### src/rtl/kmeans_ram_arbiter.sv
// kmeans_ram_arbiter: two-port burst-limited arbiter in front of a single-port block RAM.
// Rev 1.0 -- initial release.
`default_nettype none

module kmeans_ram_arbiter #(
  parameter int ADDR_W    = 19,
  parameter int DATA_W    = 12,
  parameter int PIX_MAX   = 307200,
  parameter int MAX_BURST = 16
) (
  input  logic              KmeansArb_clk,
  input  logic              KmeansArb_rst,
  input  logic              req0,
  input  logic              we0,
  input  logic [ADDR_W-1:0] addr0,
  input  logic [DATA_W-1:0] wdata0,
  output logic              ack0,
  output logic              rvalid0,
  output logic [DATA_W-1:0] rdata0,
  input  logic              req1,
  input  logic              we1,
  input  logic [ADDR_W-1:0] addr1,
  input  logic [DATA_W-1:0] wdata1,
  output logic              ack1,
  output logic              rvalid1,
  output logic [DATA_W-1:0] rdata1,
  output logic [1:0]        gnt,
  output logic              ToBlockRam_clka,
  output logic [ADDR_W-1:0] ADDRA,
  output logic [DATA_W-1:0] dina,
  output logic              wea,
  output logic              ena,
  input  logic [DATA_W-1:0] douta,
  output logic              err
);

  localparam int                CNT_W    = $clog2(MAX_BURST + 1);
  localparam logic [CNT_W-1:0]  LAST_CNT = CNT_W'(MAX_BURST - 1);
  localparam logic [ADDR_W:0]   PIX_LIM  = (ADDR_W + 1)'(PIX_MAX);

  typedef enum logic [1:0] {
    IDLE = 2'b00,
    OWN0 = 2'b01,
    OWN1 = 2'b10
  } state_t;

  state_t           state_q;
  logic [CNT_W-1:0] cnt_q;
  logic             last_q;

  logic              ena_q, wea_q, err_q;
  logic [ADDR_W-1:0] addra_q;
  logic [DATA_W-1:0] dina_q;
  logic              t1_v_q, t1_p_q, t1_d_q;
  logic              t2_v_q, t2_p_q, t2_d_q;
  logic              rvalid0_q, rvalid1_q;
  logic [DATA_W-1:0] rdata0_q, rdata1_q;

  logic              acc_v_w, acc_p_w, acc_we_w, acc_oor_w, acc_ok_w;
  logic [ADDR_W-1:0] acc_addr_w;
  logic [DATA_W-1:0] acc_wdata_w;

  // Acks are combinational so a held request is accepted in every owned cycle.
  assign ack0 = (state_q == OWN0) && req0;
  assign ack1 = (state_q == OWN1) && req1;

  assign acc_v_w     = ack0 | ack1;
  assign acc_p_w     = ack1;
  assign acc_we_w    = acc_p_w ? we1    : we0;
  assign acc_addr_w  = acc_p_w ? addr1  : addr0;
  assign acc_wdata_w = acc_p_w ? wdata1 : wdata0;
  assign acc_oor_w   = ({1'b0, acc_addr_w} >= PIX_LIM);
  assign acc_ok_w    = acc_v_w && !acc_oor_w;

  always_ff @(posedge KmeansArb_clk or negedge KmeansArb_rst) begin
    if (!KmeansArb_rst) begin
      state_q <= IDLE;
      cnt_q   <= '0;
      last_q  <= 1'b1;
    end else begin
      case (state_q)
        IDLE: begin
          cnt_q <= '0;
          if (req0 && (!req1 || last_q)) begin
            state_q <= OWN0;
            last_q  <= 1'b0;
          end else if (req1) begin
            state_q <= OWN1;
            last_q  <= 1'b1;
          end
        end
        OWN0: begin
          if (req0) begin
            if (cnt_q == LAST_CNT) begin
              cnt_q <= '0;
              if (req1) begin
                state_q <= OWN1;
                last_q  <= 1'b1;
              end
            end else begin
              cnt_q <= cnt_q + CNT_W'(1);
            end
          end else begin
            cnt_q <= '0;
            if (req1) begin
              state_q <= OWN1;
              last_q  <= 1'b1;
            end else begin
              state_q <= IDLE;
            end
          end
        end
        OWN1: begin
          if (req1) begin
            if (cnt_q == LAST_CNT) begin
              cnt_q <= '0;
              if (req0) begin
                state_q <= OWN0;
                last_q  <= 1'b0;
              end
            end else begin
              cnt_q <= cnt_q + CNT_W'(1);
            end
          end else begin
            cnt_q <= '0;
            if (req0) begin
              state_q <= OWN0;
              last_q  <= 1'b0;
            end else begin
              state_q <= IDLE;
            end
          end
        end
        default: begin
          state_q <= IDLE;
          cnt_q   <= '0;
        end
      endcase
    end
  end

  // Tag stages line up with the RAM latency; dropped reads return zero.
  always_ff @(posedge KmeansArb_clk or negedge KmeansArb_rst) begin
    if (!KmeansArb_rst) begin
      ena_q     <= 1'b0;
      wea_q     <= 1'b0;
      err_q     <= 1'b0;
      addra_q   <= '0;
      dina_q    <= '0;
      t1_v_q    <= 1'b0;
      t1_p_q    <= 1'b0;
      t1_d_q    <= 1'b0;
      t2_v_q    <= 1'b0;
      t2_p_q    <= 1'b0;
      t2_d_q    <= 1'b0;
      rvalid0_q <= 1'b0;
      rvalid1_q <= 1'b0;
      rdata0_q  <= '0;
      rdata1_q  <= '0;
    end else begin
      ena_q <= acc_ok_w;
      wea_q <= acc_ok_w && acc_we_w;
      if (acc_ok_w) begin
        addra_q <= acc_addr_w;
        dina_q  <= acc_wdata_w;
      end
      if (acc_v_w && acc_oor_w) err_q <= 1'b1;

      t1_v_q <= acc_v_w && !acc_we_w;
      t1_p_q <= acc_p_w;
      t1_d_q <= acc_oor_w;
      t2_v_q <= t1_v_q;
      t2_p_q <= t1_p_q;
      t2_d_q <= t1_d_q;

      rvalid0_q <= t2_v_q && !t2_p_q;
      rvalid1_q <= t2_v_q && t2_p_q;
      if (t2_v_q && !t2_p_q) rdata0_q <= t2_d_q ? '0 : douta;
      if (t2_v_q && t2_p_q)  rdata1_q <= t2_d_q ? '0 : douta;
    end
  end

  assign gnt             = state_q;
  assign ToBlockRam_clka = KmeansArb_clk;
  assign ADDRA           = addra_q;
  assign dina            = dina_q;
  assign wea             = wea_q;
  assign ena             = ena_q;
  assign err             = err_q;
  assign rvalid0         = rvalid0_q;
  assign rvalid1         = rvalid1_q;
  assign rdata0          = rdata0_q;
  assign rdata1          = rdata1_q;

endmodule

`default_nettype wire
### config.mk
export PLATFORM = sky130hd
export DESIGN_NAME = kmeans_ram_arbiter
export DESIGN_NICKNAME = d
export VERILOG_FILES = /design/src/rtl/kmeans_ram_arbiter.sv
export SDC_FILE = /design/constraint.sdc
export NUM_CORES = 1
export LEC_CHECK = 0
export BUFFER_PORTS_ARGS = -buffer_cell sky130_fd_sc_hd__buf_2
export CAP_MARGIN = 0
export CORE_MARGIN = 2
export CORE_UTILIZATION = 25
export CTS_CLUSTER_DIAMETER = 60
export DETAILED_ROUTE_END_ITERATION = 7
export PLACE_DENSITY = 0.52
export SLEW_MARGIN = 10
export SYNTH_ARGS = -nofsm -noshare
export SYNTH_HDL_FRONTEND = slang
export SYNTH_SLANG_ARGS = --single-unit
### constraint.sdc
create_clock -name KmeansArb_clk -period 5.5 [get_ports KmeansArb_clk]
set_input_delay 0.825 -clock KmeansArb_clk [delete_from_list [all_inputs] [get_ports KmeansArb_clk]]
set_output_delay 0.825 -clock KmeansArb_clk [all_outputs]
set_load 0.005 [all_outputs]
==> results_dict.tcl <==
set metrics [dict create \
    timing_hold_violations_final 0 \
    syn_inst 345 \
    slowest_delay_ps 130 \
    start_util_pct 25.85 \
    ys_top_cells_by_area "dfrtp_1 53%, a31oi_2 10%, nand2_1 9.6%, a21oi_1 5.7%, o21ai_0 3.9%" \
    ys_top_cells_by_count "88 x nand2_1, 73 x dfrtp_1, 39 x a21oi_1" \
    ioPinCount 145 \
    final-seq-area_sq_um 1853 \
    hp-start "t1_p_q" \
    ys_seq_area_share_pct 53.70 \
    leakagePower_nw 2.236 \
    grt_pass1_wl_mm 15.23 \
    slew_headroom_pct 36.87 \
    synth_area_sq_um 3451 \
    synth_seq_cells 74 \
    cts_tree "yes" \
    drt_iter0_markers 172 \
    r2r_setup_slack_ps 1910 \
    crit_path_frequent_cell "clkbuf_16" \
    required_ps 4680 \
    area.growth.synth_to_final_pct 33.97 \
    die_y_microns 121.5 \
    holdBufCountCts 0 \
    synth_cell_type_count 37 \
    path_clk_slew_ps 60 \
    crit_path_end_kind "output pin" \
    diodes 0 \
    gp_congestion 0.7349 \
    r2r-start "gnt[0]" \
    hold_class "reg2reg" \
    arrival_ps 3110 \
    vdd_ir_drop_max_mv 0.1611 \
    core_area_sq_um 13350 \
    nets 567 \
    drv_slew 0 \
    die_w_microns 121.5 \
    rows 42 \
    crit_fanout 2 \
    yosysMostFrequentCell "nand2_1" \
    setup_viol 0 \
    post_cts_resized 0 \
    drt-wirelength-per-cell_microns 14.61 \
    grt_overflow 0 \
    drive_above_1_share_pct 40.66 \
    startpoint_type "clock port" \
    postRouteAntennaNets 0 \
    grt_start_max_net_pins 75 \
    viasPerCell 4.537 \
    power.density_nw_per_um2 521.6 \
    tightest_slew_ps 946.9 \
    multiInputGateArea_sq_um 1435 \
    status "finished clean" \
    path_cells "clkbuf_16 > clkbuf_16 > buf_2" \
    vias 3008 \
    synth_top_cell_area_share_pct 52.94 \
    synth-async-reset-ratio_pct 100.0 \
    place_hpwl_mm 6.766 \
    drc 0 \
    path_class "clk2out" \
    firstDrtPassIters 4 \
    maxCapViolCount 0 \
    finClkSkew_ps 3.038 \
    rsz0062_at_grt "false" \
    slowest_stage "clkbuf_16" \
    fillers 1414 \
    syn_avg_cell_area_sq_um 10.00 \
    ys.flop_type "dfrtp_1" \
    startpoint "KmeansArb_clk" \
    ys.warnings.count 0 \
    fin_tns_setup_ps 0 \
    yosys.area.top_type "dfrtp_1" \
    grt_pass1_vias 3056 \
    io_buffers 144 \
    synth.net_count 430 \
    synth-edff-count 0 \
    power.total_mw 2.412 \
    drt_wl_total_mm 9.688 \
    antenna_found_initial 0 \
    clock_latency_ps 450 \
    post-cts-setup-buffers 0 \
    die_area_sq_um 14760 \
    grt_use_total_pct 13.62 \
]
==> worst paths after layout <==
kind                                   end  depth (start not counted)
min in group asynchronous        rdata1[9]                          1
hold reg to reg                     t2_p_q                          0
hold / removal                      t2_p_q                          0
max in group asynchronous         ADDRA[0]                          1
setup reg to reg                   dina[8]                          9
setup / recovery           ToBlockRam_clka                          3
==> flip-flops by register name (all words and copies together) (netlist names), 2 cells and up <==
signal  count
gnt         2
rdata1     12
cnt_q       5
ADDRA      19
dina       12
rdata0     12
==> cell families after synthesis <==
family | after synthesis | synth area share (%)
adder cells (fa/ha/maj) | 5 | 1.813
buffers and inverters | 32 | 4.750
AO/OA/AOI/OAI | 107 | 22.66
AND/OR/NAND/NOR | 120 | 15.08
multiplexers | 5 | 1.487
flip-flops | 74 | 53.70
XOR/XNOR | 2 | 0.5077
==> metal layers <==
metal,up-vias,global-route usage [%],part of all wire (%),routed length [microns]
met1,1396,17.57,45,4351
met5,-,0,0,0
li1,1465,-,-,-
met4,0,7.399,2.8,267
met3,16,4.793,7.6,737
met2,131,19.87,45,4332
==> layout by cell type (no fill, tap or decap), types with 2 or more instances in the layout <==
master,count
buf_2,143
nand2_1,88
dfrtp_1,73
a21oi_1,39
a31oi_2,28
o21ai_0,27
nand2b_1,15
clkbuf_16,12
inv_1,8
nor2_1,6
ha_1,5
mux2i_1,4
nand3_1,3
clkinv_2,3
clkbuf_1,3
buf_4,3
and4_1,2
xor2_1,2
a31oi_1,2
a21oi_2,2
==> power by group <==
| group | total (mW) | switching [mW] | internal [mW] |
|---|---|---|---|
| Sequential | 0.906 | 0.131 | 0.775 |
| Clock | 0.647 | 0.234 | 0.413 |
| Combinational | 0.858 | 0.469 | 0.389 |
| Total | 2.41 | 0.835 | 1.58 |
==> critical path, delay by kind of cell <==
family | cells | cell delay (ps)
buffers and inverters | 3 | 360
==> layout make-up <==
class | count | area share (%)
repair buffers | 145 | 15.86
inverters | 9 | 0.7848
multi-input cells | 239 | 31.04
clock inverters | 3 | 0.3248
well taps | 176 | 4.763
flip-flops and latches | 74 | 40.08
clock buffers | 17 | 7.145
==> metrics by stage <==
step	hold WS [ps]	cells	setup slack, ps	util, %	instance area, sq um
after detailed placement	340.2	644	1700	32.09	4283
after global placement	333.2	644	1797	32.09	4283
after global routing	366.0	663	1557	34.64	4623
after floorplan	331.2	345	1814	-	3451
after CTS	353.2	663	1565	34.64	4623
final	350.8	663	1568	34.64	4623
Note: power is estimated with default switching activity, not from simulation.
